===== src/rtl/gerenciador_atributos_pkg.sv =====
// Shared definitions for the pet attribute manager: the controller's one-hot state
// encodings, the attribute indices, and a saturating 8-bit add used for step sizes.
package gerenciador_atributos_pkg;

  localparam logic [3:0] IDLE       = 4'b0000;
  localparam logic [3:0] DORMINDO   = 4'b0001;
  localparam logic [3:0] COMENDO    = 4'b0010;
  localparam logic [3:0] DANDO_AULA = 4'b0100;
  localparam logic [3:0] MORTO      = 4'b1000;

  // Index order matches the alerta bit order: [0] fome, [1] sono, [2] felicidade.
  localparam int N_ATTR   = 3;
  localparam int ATTR_FOM = 0;
  localparam int ATTR_SON = 1;
  localparam int ATTR_FEL = 2;

  function automatic logic [7:0] sat_add8(input logic [7:0] a, input logic [7:0] b);
    logic [8:0] s;
    s = {1'b0, a} + {1'b0, b};
    return s[8] ? 8'hFF : s[7:0];
  endfunction

endpackage


===== src/rtl/gerenciador_atributos_atributo_saturado.sv =====
// One saturating 8-bit attribute register: loads INICIAL on reset, and on en
// adds or subtracts step, clamping to 0..255.
module atributo_saturado
  #(
    parameter logic [7:0] INICIAL = 8'd200
  )
  (
    input  logic       clk,
    input  logic       rst,
    input  logic       en,
    input  logic       inc,
    input  logic [7:0] step,
    output logic [7:0] valor
  );

  logic [8:0] soma;
  logic [7:0] valor_next;

  always_comb begin
    soma       = {1'b0, valor} + {1'b0, step};
    valor_next = valor;
    if (inc) begin
      valor_next = soma[8] ? 8'hFF : soma[7:0];
    end else begin
      valor_next = (valor < step) ? 8'd0 : (valor - step);
    end
  end

  always_ff @(posedge clk) begin
    if (rst) begin
      valor <= INICIAL;
    end else if (en) begin
      valor <= valor_next;
    end
  end

endmodule


===== src/rtl/gerenciador_atributos.sv =====
// Pet vital-attribute manager: a prescaler produces the update edge, the controller's
// estado picks decay/replenish per attribute, and alerta flags attributes below LIMIAR.
module gerenciador_atributos
  import gerenciador_atributos_pkg::*;
  #(
    parameter int         TICK_DIV = 25_000_000,
    parameter logic [7:0] INICIAL  = 8'd200,
    parameter logic [7:0] DECAI    = 8'd1,
    parameter logic [7:0] GANHO    = 8'd8,
    parameter logic [7:0] LIMIAR   = 8'd32
  )
  (
    input  logic       clk,
    input  logic       rst,
    input  logic [3:0] estado,
    output logic [7:0] fome,
    output logic [7:0] felicidade,
    output logic [7:0] sono,
    output logic       tick,
    output logic [2:0] alerta
  );

  localparam int         PW        = $clog2(TICK_DIV);
  localparam logic [PW-1:0] PRE_MAX = PW'(TICK_DIV - 1);
  localparam logic [7:0] DECAI_2   = sat_add8(DECAI, DECAI);

  logic [PW-1:0] prescaler_reg;
  logic          update;

  logic [7:0] step  [N_ATTR];
  logic [7:0] valor [N_ATTR];
  logic       inc   [N_ATTR];
  logic       hold;

  assign update = (prescaler_reg == PRE_MAX);

  always_ff @(posedge clk) begin
    if (rst) begin
      prescaler_reg <= '0;
      tick          <= 1'b0;
    end else begin
      tick          <= update;
      prescaler_reg <= update ? '0 : prescaler_reg + 1'b1;
    end
  end

  // Non one-hot encodings fall through to the IDLE behaviour (all decay by DECAI).
  always_comb begin
    hold = 1'b0;
    for (int i = 0; i < N_ATTR; i++) begin
      inc[i]  = 1'b0;
      step[i] = DECAI;
    end
    case (estado)
      DORMINDO: begin
        inc[ATTR_SON]  = 1'b1;
        step[ATTR_SON] = GANHO;
      end
      COMENDO: begin
        inc[ATTR_FOM]  = 1'b1;
        step[ATTR_FOM] = GANHO;
      end
      DANDO_AULA: begin
        step[ATTR_FOM] = DECAI_2;
        step[ATTR_SON] = DECAI_2;
        inc[ATTR_FEL]  = 1'b1;
        step[ATTR_FEL] = GANHO;
      end
      MORTO:   hold = 1'b1;
      default: hold = 1'b0;
    endcase
  end

  generate
    for (genvar gi = 0; gi < N_ATTR; gi++) begin : g_attr
      atributo_saturado #(
        .INICIAL(INICIAL)
      ) u_attr (
        .clk  (clk),
        .rst  (rst),
        .en   (update && !hold),
        .inc  (inc[gi]),
        .step (step[gi]),
        .valor(valor[gi])
      );
      assign alerta[gi] = (valor[gi] < LIMIAR);
    end
  endgenerate

  assign fome       = valor[ATTR_FOM];
  assign sono       = valor[ATTR_SON];
  assign felicidade = valor[ATTR_FEL];

endmodule


===== config.mk =====
export PLATFORM = sky130hd
export DESIGN_NAME = gerenciador_atributos
export DESIGN_NICKNAME = d
export VERILOG_FILES = /design/src/rtl/gerenciador_atributos_pkg.sv /design/src/rtl/gerenciador_atributos_atributo_saturado.sv /design/src/rtl/gerenciador_atributos.sv
export SDC_FILE = /design/constraint.sdc
export NUM_CORES = 1
export LEC_CHECK = 0
export CELL_PAD_IN_SITES_DETAIL_PLACEMENT = 1
export CELL_PAD_IN_SITES_GLOBAL_PLACEMENT = 2
export CORE_MARGIN = 2
export CORE_UTILIZATION = 38
export DETAILED_ROUTE_END_ITERATION = 16
export PLACE_DENSITY = 0.92
export SETUP_SLACK_MARGIN = 0.2
export SYNTH_ARGS = -nofsm -noshare
export SYNTH_HDL_FRONTEND = slang
export SYNTH_SLANG_ARGS = --single-unit

===== constraint.sdc =====
create_clock -name clk -period 5 [get_ports clk]
set_input_delay 1 -clock clk [delete_from_list [all_inputs] [get_ports clk]]
set_output_delay 1 -clock clk [all_outputs]
set_load 0.1 [all_outputs]

==> results.ini, run 1 <==
[sta]
drv_slew = 0
finClkSkew_ns = 0.00868
setup-violations-final = 0
setup_slack_ns = 1.10
fmax_ghz = 0.256
tns_ns = 0
final-hold-violation-count = 0
fin_crit_ns = 3.90
finalCritPeriodShare = 0.780
rsz0062_at_grt = no
timing.slew.headroom = 0.268
max_slew.worst_pin.slew_ns = 1.09

[place]
gp_congestion = 0.805
pre_cts_slack_ns = 0.772
dp_hpwl_um = 7630
portBuffers = 33
placedCellCount = 592

[detailed_routing]
drt_iter0_markers = 136
drt_first_pass_iters = 4
vias_per_cell = 5.83
ant_nets = 0
wl_per_cell_um = 17.3
drt_wl_total_um = 10400
drcViolationCount = 0
vias = 3499

[synth]
synthMuxAreaShare = 0.00553
synth.yosys.warnings = 0
synth-seq-cells = 50
synth_flop_cell = dfxtp_1
synth_top_area_frac = 0.276
synth_simple_gate_area_share = 0.296
syn-instance-count = 445
synth_edf_count = 0
synth_area_leaders = dfxtp_1 (28%), ha_1 (6.6%), nor2_1 (5.4%)
synth_area_mm2 = 0.00362
yosysSeqAreaShare = 0.276
synth.distinct_cells = 72
synth_compound_area_frac = 0.231
synth_fa_ha_area_frac = 0.0877
syn_area_per_cell_um2 = 8.14
synth_top_family_by_area = simple AND/OR/NAND/NOR gates
yosys.area.top_type = dfxtp_1
synthXorXnorAreaFrac = 0.0532
synthesis.nets = 474
async_flop_share = 0

[floorplanning]
core_mm2 = 0.00924
die_h_um = 102
initial_core_util = 0.392
dieArea_mm2 = 0.0103
io_pins = 34
fp-row-count = 35
die_w_um = 102

[critical_path]
crit_type = input pin to flop
slowest_delay_ns = 0.76
worstPathRequired_ns = 5.21
critPathTopFamily = simple AND/OR/NAND/NOR gates
timing.reg2reg.setup_slack_ns = 2.28
start_kind = input pin
regToRegEndpoint = g_attr[0].u_attr.valor[4]$_SDFFE_PP0P_
rr_startpoint = prescaler_reg[7]$_SDFF_PP0_
crit_arrival_ns = 4.11
crit_chain = clkdlybuf4s50_1 -> or4b_1 -> inv_1 -> nor2_1 -> ha_1 -> fa_1 -> and3b_1 -> o21ai_2 -> nor3_1 -> a211o_1 -> a32o_1
cp_num_buf_inv = 2
startpoint = estado[1]
cp_num_cells = 11
end_kind = flop
crit_path_end = g_attr[1].u_attr.valor[5]$_SDFFE_PP0P_
cp_max_fo = 11
crit_slowest_cell = or4b_1
reg2reg_depth = 5

[cts]
clock_latency_ns = 0.31
numClockSinks = 50
cts_tree = built
cts_buffers = 5
cts_resized = 0
ctsLongestPathBuffers = 2
post_cts_buffers = 0
cts_root_buf = clkbuf_8
htree_levels = 2
path_clk_slew_ns = 0.10
cts_hold_buf = 0

[finish]
nFillCells = 1125
area_growth_pct = 15.3
mostFrequentLayoutCell = nor2_1
final_layout_size_suffix_gt1_frac = 0.0743
final_cells = 600
fin_nets = 499
largest_reg_flops = 25
num_antenna_cells = 0
final_cell_mix = nor2_1 (52), dfxtp_1 (50), clkdlybuf4s50_1 (33), o21ai_0 (30), nand3_1 (22)

[global_route]
grt_max_degree = 21
grt_pass1_vias = 3522
grtUsageTotal = 0.212
antenna_found_initial = 0
grt_overflow_total = 0
grt_pass1_wl_um = 17600

[power]
ir_drop_mv = 0.0975
p_leak_nw = 1.48
cellPowerDensity_mw_per_mm2 = 182

[min_path]
hold_path.class = flop to flop

[run_status]
status = finished clean

[flow_run]
maxCapViolations = 0

metrics by stage:
stage	util	area [um^2]	power (mW)	hold slack [ns]
6_report	0.452	4180	0.761	0.493
5_1_grt	0.452	4180	0.798	0.528
4_1_cts	0.452	4180	0.770	0.498
3_5_place_dp	0.440	4060	0.469	0.472
3_3_place_gp	0.440	4060	0.466	0.464
2_1_floorplan	-	3620	0.450	0.442
cell families after synthesis:
kind of cell	after synthesis
muxes	2
AOI/OAI and AO/OA	117
and+or+nand+nor	188
xor gates and xnor gates	22
DFF	50
adders and majority gates	23
buffers and inverters	43
worst reg2reg max path: stages, from the launching register on:
cell and delay [ns]:
dfxtp_1 0.40, nor4b_1 0.37, nand4_1 0.31, nor4_4 0.96
o21ai_0 0.26, a32o_1 0.32
synthesized netlist by cell type, drive strengths merged (3+ instances only):
cell	count
buf	10
fa	4
ha	19
a32oi	3
or4b	4
dfxtp	50
o211ai	6
o31ai	8
or2	3
nand4	6
nor4b	3
clkbuf	11
a31oi	8
o21ai	31
a211o	3
and2	3
nand3	22
o211a	3
and4	4
nor2b	10
a211oi	5
and3	7
clkinv	3
xnor2	13
nor4	11
inv	19
nor3	20
nand2b	3
a21oi	20
nor3b	4
and3b	3
nor2	52
xor2	9
nand2	19
or3	6
o2bb2ai	5
how the worst min path moves through the flow:
stage                                           start                     endpoint  slack (ns)  depth (start not counted)
after detailed placement  prescaler_reg[0]$_SDFF_PP0_  prescaler_reg[0]$_SDFF_PP0_        0.47                          1
after global routing      prescaler_reg[0]$_SDFF_PP0_  prescaler_reg[0]$_SDFF_PP0_        0.53                          1
final                     prescaler_reg[0]$_SDFF_PP0_  prescaler_reg[0]$_SDFF_PP0_        0.49                          1
after floorplan           prescaler_reg[0]$_SDFF_PP0_  prescaler_reg[0]$_SDFF_PP0_        0.44                          1
after global placement    prescaler_reg[0]$_SDFF_PP0_  prescaler_reg[0]$_SDFF_PP0_        0.46                          1
after CTS                 prescaler_reg[0]$_SDFF_PP0_  prescaler_reg[0]$_SDFF_PP0_        0.50                          1
where the power goes:
group          leakage [nW]  total [mW]  internal, mW  switching, mW
combinational          1.03      0.0569        0.0222         0.0348
sequential            0.404       0.402         0.400        0.00243
clock                0.0504       0.301         0.149          0.152
total                  1.48       0.761         0.571          0.189
metal layers:
layer	vias up	routed length [um]	GRT usage
met4	0	107	0.0457
met2	49	5090	0.364
met1	1734	4900	0.281
li1	1706	-	-
met3	10	270	0.0304
met5	-	0	0
cell type report:
class                   instances  area (um^2)  area share
clock buffers                   5         68.8      0.0165
clock inverters                 3         45.0      0.0108
inverters                      22         82.6      0.0198
multi-input cells             352         2440       0.585
flip-flops and latches         50         1000       0.240
well taps                     129          161      0.0386
repair buffers                 39          375      0.0899
No activity file was read; power rests on OpenSTA's default activity.
==> run 2, diff against run 1 <==
Settings changed: CORE_UTILIZATION 38 to 35, PLACE_DENSITY 0.92 to 0.86.
Clock period 5 ns to 3.7 ns, I/O delays scaled along.
==> run 2 against run 1 <==
Effect of this change: cell area grew 4.6%; register-to-register slack lost 1.2 ns; clock power grew 22%; wire length grew 3.9%; final cell count grew 5.5%; die area grew 8.2%; non-clock buffer count grew 26; critical path depth grew 1; count of clock-buffer cells in the layout is the same; global-route usage shrank 1.5 points; first-iteration DRC count shrank 21%; critical path type unchanged.
==> results.ini, run 2 (synthesized netlist as in run 1, its figures left out) <==
[run_status]
status = finished clean

[cts]
ctsLongestPathBuffers = 2
path_clk_slew_ns = 0.11
cts_tree = built
numClockSinks = 50
cts_root_buf = clkbuf_8
post_cts_buffers = 0
cts_buffers = 5
htree_levels = 2
clock_latency_ns = 0.32
cts_hold_buf = 0
cts_resized = 0

[floorplanning]
fp-row-count = 37
initial_core_util = 0.356
io_pins = 34
dieArea_mm2 = 0.0112
die_h_um = 106
die_w_um = 106
core_mm2 = 0.0102

[sta]
finClkSkew_ns = 0.0127
max_slew.worst_pin.slew_ns = 1.04
timing.slew.headroom = 0.300
setup-violations-final = 0
finalCritPeriodShare = 0.900
fin_crit_ns = 3.33
drv_slew = 0
rsz0062_at_grt = no
tns_ns = 0
final-hold-violation-count = 0
fmax_ghz = 0.300

[critical_path]
crit_type = input pin to flop
end_kind = flop
cp_max_fo = 4
cp_num_buf_inv = 3
crit_arrival_ns = 3.53
worstPathRequired_ns = 3.90
crit_chain = clkdlybuf4s50_1 -> or4b_1 -> clkinv_1 -> nor2_2 -> ha_1 -> fa_1 -> and3b_1 -> o21ai_2 -> nor3_1 -> buf_4 -> o31ai_1 -> a21oi_1
crit_slowest_cell = or4b_1
critPathTopFamily = simple AND/OR/NAND/NOR gates
slowest_delay_ns = 0.59
start_kind = input pin

[global_route]
grt_pass1_vias = 3653
grt_max_degree = 20
grt_pass1_wl_um = 18200
antenna_found_initial = 0
grtUsageTotal = 0.197
grt_overflow_total = 0

[finish]
final_cell_mix = nor2_1 (51), dfxtp_1 (50), buf_4 (36), o21ai_0 (30), clkdlybuf4s50_1 (29)
area_growth_pct = 20.6
final_layout_size_suffix_gt1_frac = 0.137
num_antenna_cells = 0
final_cells = 633
mostFrequentLayoutCell = nor2_1
fin_nets = 525
largest_reg_flops = 25

[detailed_routing]
wl_per_cell_um = 17.0
vias_per_cell = 5.66
drt_first_pass_iters = 4
drt_wl_total_um = 10800
drcViolationCount = 0
ant_nets = 0
drt_iter0_markers = 108
vias = 3582

[power]
power.internal_mw = 0.718
cellPowerDensity_mw_per_mm2 = 228
power.share.sequential = 0.546
power.switching_mw = 0.278
p_sw_frac = 0.279
ir_drop_mv = 0.130
p_leak_nw = 1.61
comb_power_share = 0.084
clockPowerShare = 0.370

[place]
portBuffers = 33
placedCellCount = 625
dp_hpwl_um = 8120
gp_congestion = 0.842

[min_path]
hold_path.class = flop to flop

[flow_run]
maxCapViolations = 0

[run 2: final timing paths]
path	start	endpoint	slack, ns	cells past startpoint
worst min-delay path	prescaler_reg[0]$_SDFF_PP0_	prescaler_reg[0]$_SDFF_PP0_	0.49	1
worst max-delay path	estado[1]	g_attr[1].u_attr.valor[2]$_SDFFE_PP0P_	0.37	12
worst max register to register	prescaler_reg[7]$_SDFF_PP0_	g_attr[0].u_attr.valor[4]$_SDFFE_PP0P_	1.06	5
worst min register to register	prescaler_reg[0]$_SDFF_PP0_	prescaler_reg[0]$_SDFF_PP0_	0.49	1
[run 2: power by group through the flow]
stage | Sequential, mW | Clock, mW | Combinational, mW
after global placement | 0.556 | 0 | 0.0803
after floorplan | 0.555 | 0 | 0.0523
after CTS | 0.544 | 0.381 | 0.0834
after global routing | 0.545 | 0.404 | 0.0936
after detailed placement | 0.556 | 0 | 0.0824
final | 0.544 | 0.368 | 0.0833
[run 2: area by class of cell]
type / instances / area [um^2]
fillers: 1239 / 5820
clock buffers: 5 / 68.8
multi-input cells: 352 / 2450
flip-flops and latches: 50 / 1000
repair buffers: 65 / 561
clock inverters: 3 / 28.8
well taps: 136 / 170
inverters: 22 / 82.6
[run 2: stage by stage]
stage	total power [mW]	hold WS [ns]	cell area, um^2	util	setup slack (ns)
6_report	0.995	0.493	4370	0.429	0.371
5_1_grt	1.04	0.550	4370	0.429	0.219
4_1_cts	1.01	0.493	4360	0.429	0.374
3_5_place_dp	0.639	0.467	4270	0.419	0.0302
3_3_place_gp	0.636	0.467	4270	0.419	0.0934
2_1_floorplan	0.608	0.442	3630	-	0.220
[run 2: routing by layer]
metal  vias to the layer above  track usage  share of wire
met5                         -            0              0
met4                         0       0.0517         0.0088
li1                       1754            -              -
met3                         9       0.0247          0.030
met1                      1761        0.262           0.47
met2                        58        0.336           0.49
==> run 3, diff against run 2 <==
Clock period 3.7 ns to 3.1 ns, I/O delays scaled along.
==> run 3 against run 2 <==
Effect of this change: cell area grew 8.3%; first-iteration DRC count is 1.9% lower; via count increased by 4.6%; die area stayed put; clock skew decreased by 0.0071 ns; global-route usage up 1.1 points; critical endpoint is now g_attr[1].u_attr.valor[4]$_SDFFE_PP0P_; non-clock buffer count grew 30.
==> results.ini, run 3 (synthesized netlist as in run 1, its figures left out) <==
[finish]
largest_reg_flops = 25
mostFrequentLayoutCell = buf_4
area_growth_pct = 30.5
final_area_mm2 = 0.00473
num_antenna_cells = 0
final_cells = 663
final_cell_mix = buf_4 (89), nor2_1 (50), dfxtp_1 (50), o21ai_0 (28), nand3_1 (22)
final_layout_size_suffix_gt1_frac = 0.283
fin_nets = 555

[floorplanning]
io_pins = 34
fp-row-count = 37
die_h_um = 106
die_w_um = 106
initial_core_util = 0.356
dieArea_mm2 = 0.0112
core_mm2 = 0.0102

[power]
p_sw_frac = 0.244
power.internal_mw = 0.941
comb_power_share = 0.098
clockPowerShare = 0.381
p_leak_nw = 1.83
power.switching_mw = 0.304
cellPowerDensity_mw_per_mm2 = 263
total_power_mw = 1.25
ir_drop_mv = 0.168
power.share.sequential = 0.521

[sta]
timing.slew.headroom = 0.606
setup-violations-final = 0
fin_crit_ns = 2.84
rsz0062_at_grt = no
finClkSkew_ns = 0.00555
drv_slew = 0
fmax_ghz = 0.353
setup_slack_ns = 0.264
finalCritPeriodShare = 0.915
finalHoldWorstSlack_ns = 0.485
max_slew.worst_pin.slew_ns = 0.589
final-hold-violation-count = 0

[cts]
cts_tree = built
numClockSinks = 50
path_clk_slew_ns = 0.10
cts_buffers = 5
cts_hold_buf = 0
clock_latency_ns = 0.31
htree_levels = 2
ctsLongestPathBuffers = 2
cts_root_buf = clkbuf_8

[place]
dp_hpwl_um = 8540
placedCellCount = 648
pre_cts_slack_ns = -0.400
dpl_cell_area_mm2 = 0.00452
portBuffers = 33
gp_congestion = 0.869

[critical_path]
rr_startpoint = prescaler_reg[7]$_SDFF_PP0_
worstPathRequired_ns = 3.30
crit_slowest_cell = or4b_4
start_kind = input pin
reg2reg_depth = 6
crit_chain = buf_6 -> or4b_4 -> clkinv_8 -> nor2_4 -> ha_4 -> fa_2 -> and3b_2 -> o21ai_4 -> buf_4 -> o2bb2ai_1 -> nor4_2 -> nor3_1
cp_num_cells = 12
cp_max_fo = 4
startpoint = estado[3]
critPathTopFamily = simple AND/OR/NAND/NOR gates
crit_type = input pin to flop
crit_arrival_ns = 3.03
end_kind = flop
cp_num_buf_inv = 3
crit_path_end = g_attr[1].u_attr.valor[4]$_SDFFE_PP0P_
regToRegEndpoint = g_attr[0].u_attr.valor[1]$_SDFFE_PP0P_
timing.reg2reg.setup_slack_ns = 0.81
slowest_delay_ns = 0.60

[global_route]
grt_overflow_total = 0
grtUsageTotal = 0.207
grt_max_degree = 26
grt_pass1_vias = 3825
antenna_found_initial = 0
grt_pass1_wl_um = 19100

[detailed_routing]
drt_iter0_markers = 106
vias_per_cell = 5.65
vias = 3745
wl_per_cell_um = 17.3
ant_nets = 0
drt_first_pass_iters = 4
drt_wl_total_um = 11500
drcViolationCount = 0

[flow_run]
maxCapViolations = 0

[run_status]
status = finished clean

[min_path]
hold_path.class = flop to flop

==> run 3: cell count changes in the layout (fill, tap and decap cells not counted), moves of 4 or more <==
cell	delta
buf_4	+53
clkdlybuf4s50_1	-28
ha_1	-4
ha_4	+4
nor3_4	+4
==> run 3: worst register-to-register path: cells and delay by family, from the launching register on <==
family	cells	cell delay (ns)
buf+inv	1	0.27
flops	1	0.39
compound gates	1	0.26
simple gates	4	1.28
==> run 3: how the worst min path moves through the flow <==
stage          slack (ns)  depth (start not counted)                         from                          end
2_1_floorplan        0.44                          1  prescaler_reg[0]$_SDFF_PP0_  prescaler_reg[0]$_SDFF_PP0_
3_3_place_gp         0.46                          1  prescaler_reg[0]$_SDFF_PP0_  prescaler_reg[0]$_SDFF_PP0_
3_5_place_dp         0.47                          1  prescaler_reg[0]$_SDFF_PP0_  prescaler_reg[0]$_SDFF_PP0_
4_1_cts              0.49                          1  prescaler_reg[0]$_SDFF_PP0_  prescaler_reg[0]$_SDFF_PP0_
5_1_grt              0.53                          1  prescaler_reg[0]$_SDFF_PP0_  prescaler_reg[0]$_SDFF_PP0_
6_report             0.49                          1  prescaler_reg[0]$_SDFF_PP0_  prescaler_reg[0]$_SDFF_PP0_
==> run 3: per-layer routing <==
| layer | vias up | wire [um] | track usage |
|---|---|---|---|
| li1 | 1814 | - | - |
| met1 | 1861 | 5340 | 0.273 |
| met2 | 56 | 5630 | 0.358 |
| met3 | 14 | 311 | 0.0278 |
| met4 | 0 | 196 | 0.0526 |
| met5 | - | 0 | 0 |
==> run 3: final cells by class <==
| type | instances | area [um^2] |
|---|---|---|
| flip-flops and latches | 50 | 1000 |
| clock buffers | 6 | 72.6 |
| repair buffers | 95 | 722 |
| well taps | 136 | 170 |
| fillers | 1243 | 5460 |
| clock inverters | 2 | 37.5 |
| inverters | 22 | 110 |
| multi-input cells | 352 | 2620 |
==> run 3: power groups by stage <==
stage | registers (mW) | logic, mW | clock network [mW]
floorplan | 0.663 | 0.0727 | 0
global placement | 0.664 | 0.112 | 0
detailed placement | 0.664 | 0.117 | 0
CTS | 0.649 | 0.119 | 0.490
global route | 0.650 | 0.134 | 0.523
finish | 0.649 | 0.122 | 0.475
==> run 3: timing repair <==
item / 4_1_cts / 5_1_grt
gates cloned: 0 / 0
endpoints found under the setup margin: 24 / 19
pin swaps: 5 / 12
gates resized for setup: 9 / 19
buffers inserted: 4 / 3
==> run 3: stage by stage <==
| stage | util | setup TNS, ns |
|---|---|---|
| after floorplan | - | 0 |
| after global placement | 0.444 | -5.64 |
| after detailed placement | 0.444 | -7.30 |
| after CTS | 0.459 | 0 |
| after global routing | 0.464 | 0 |
| final | 0.464 | 0 |
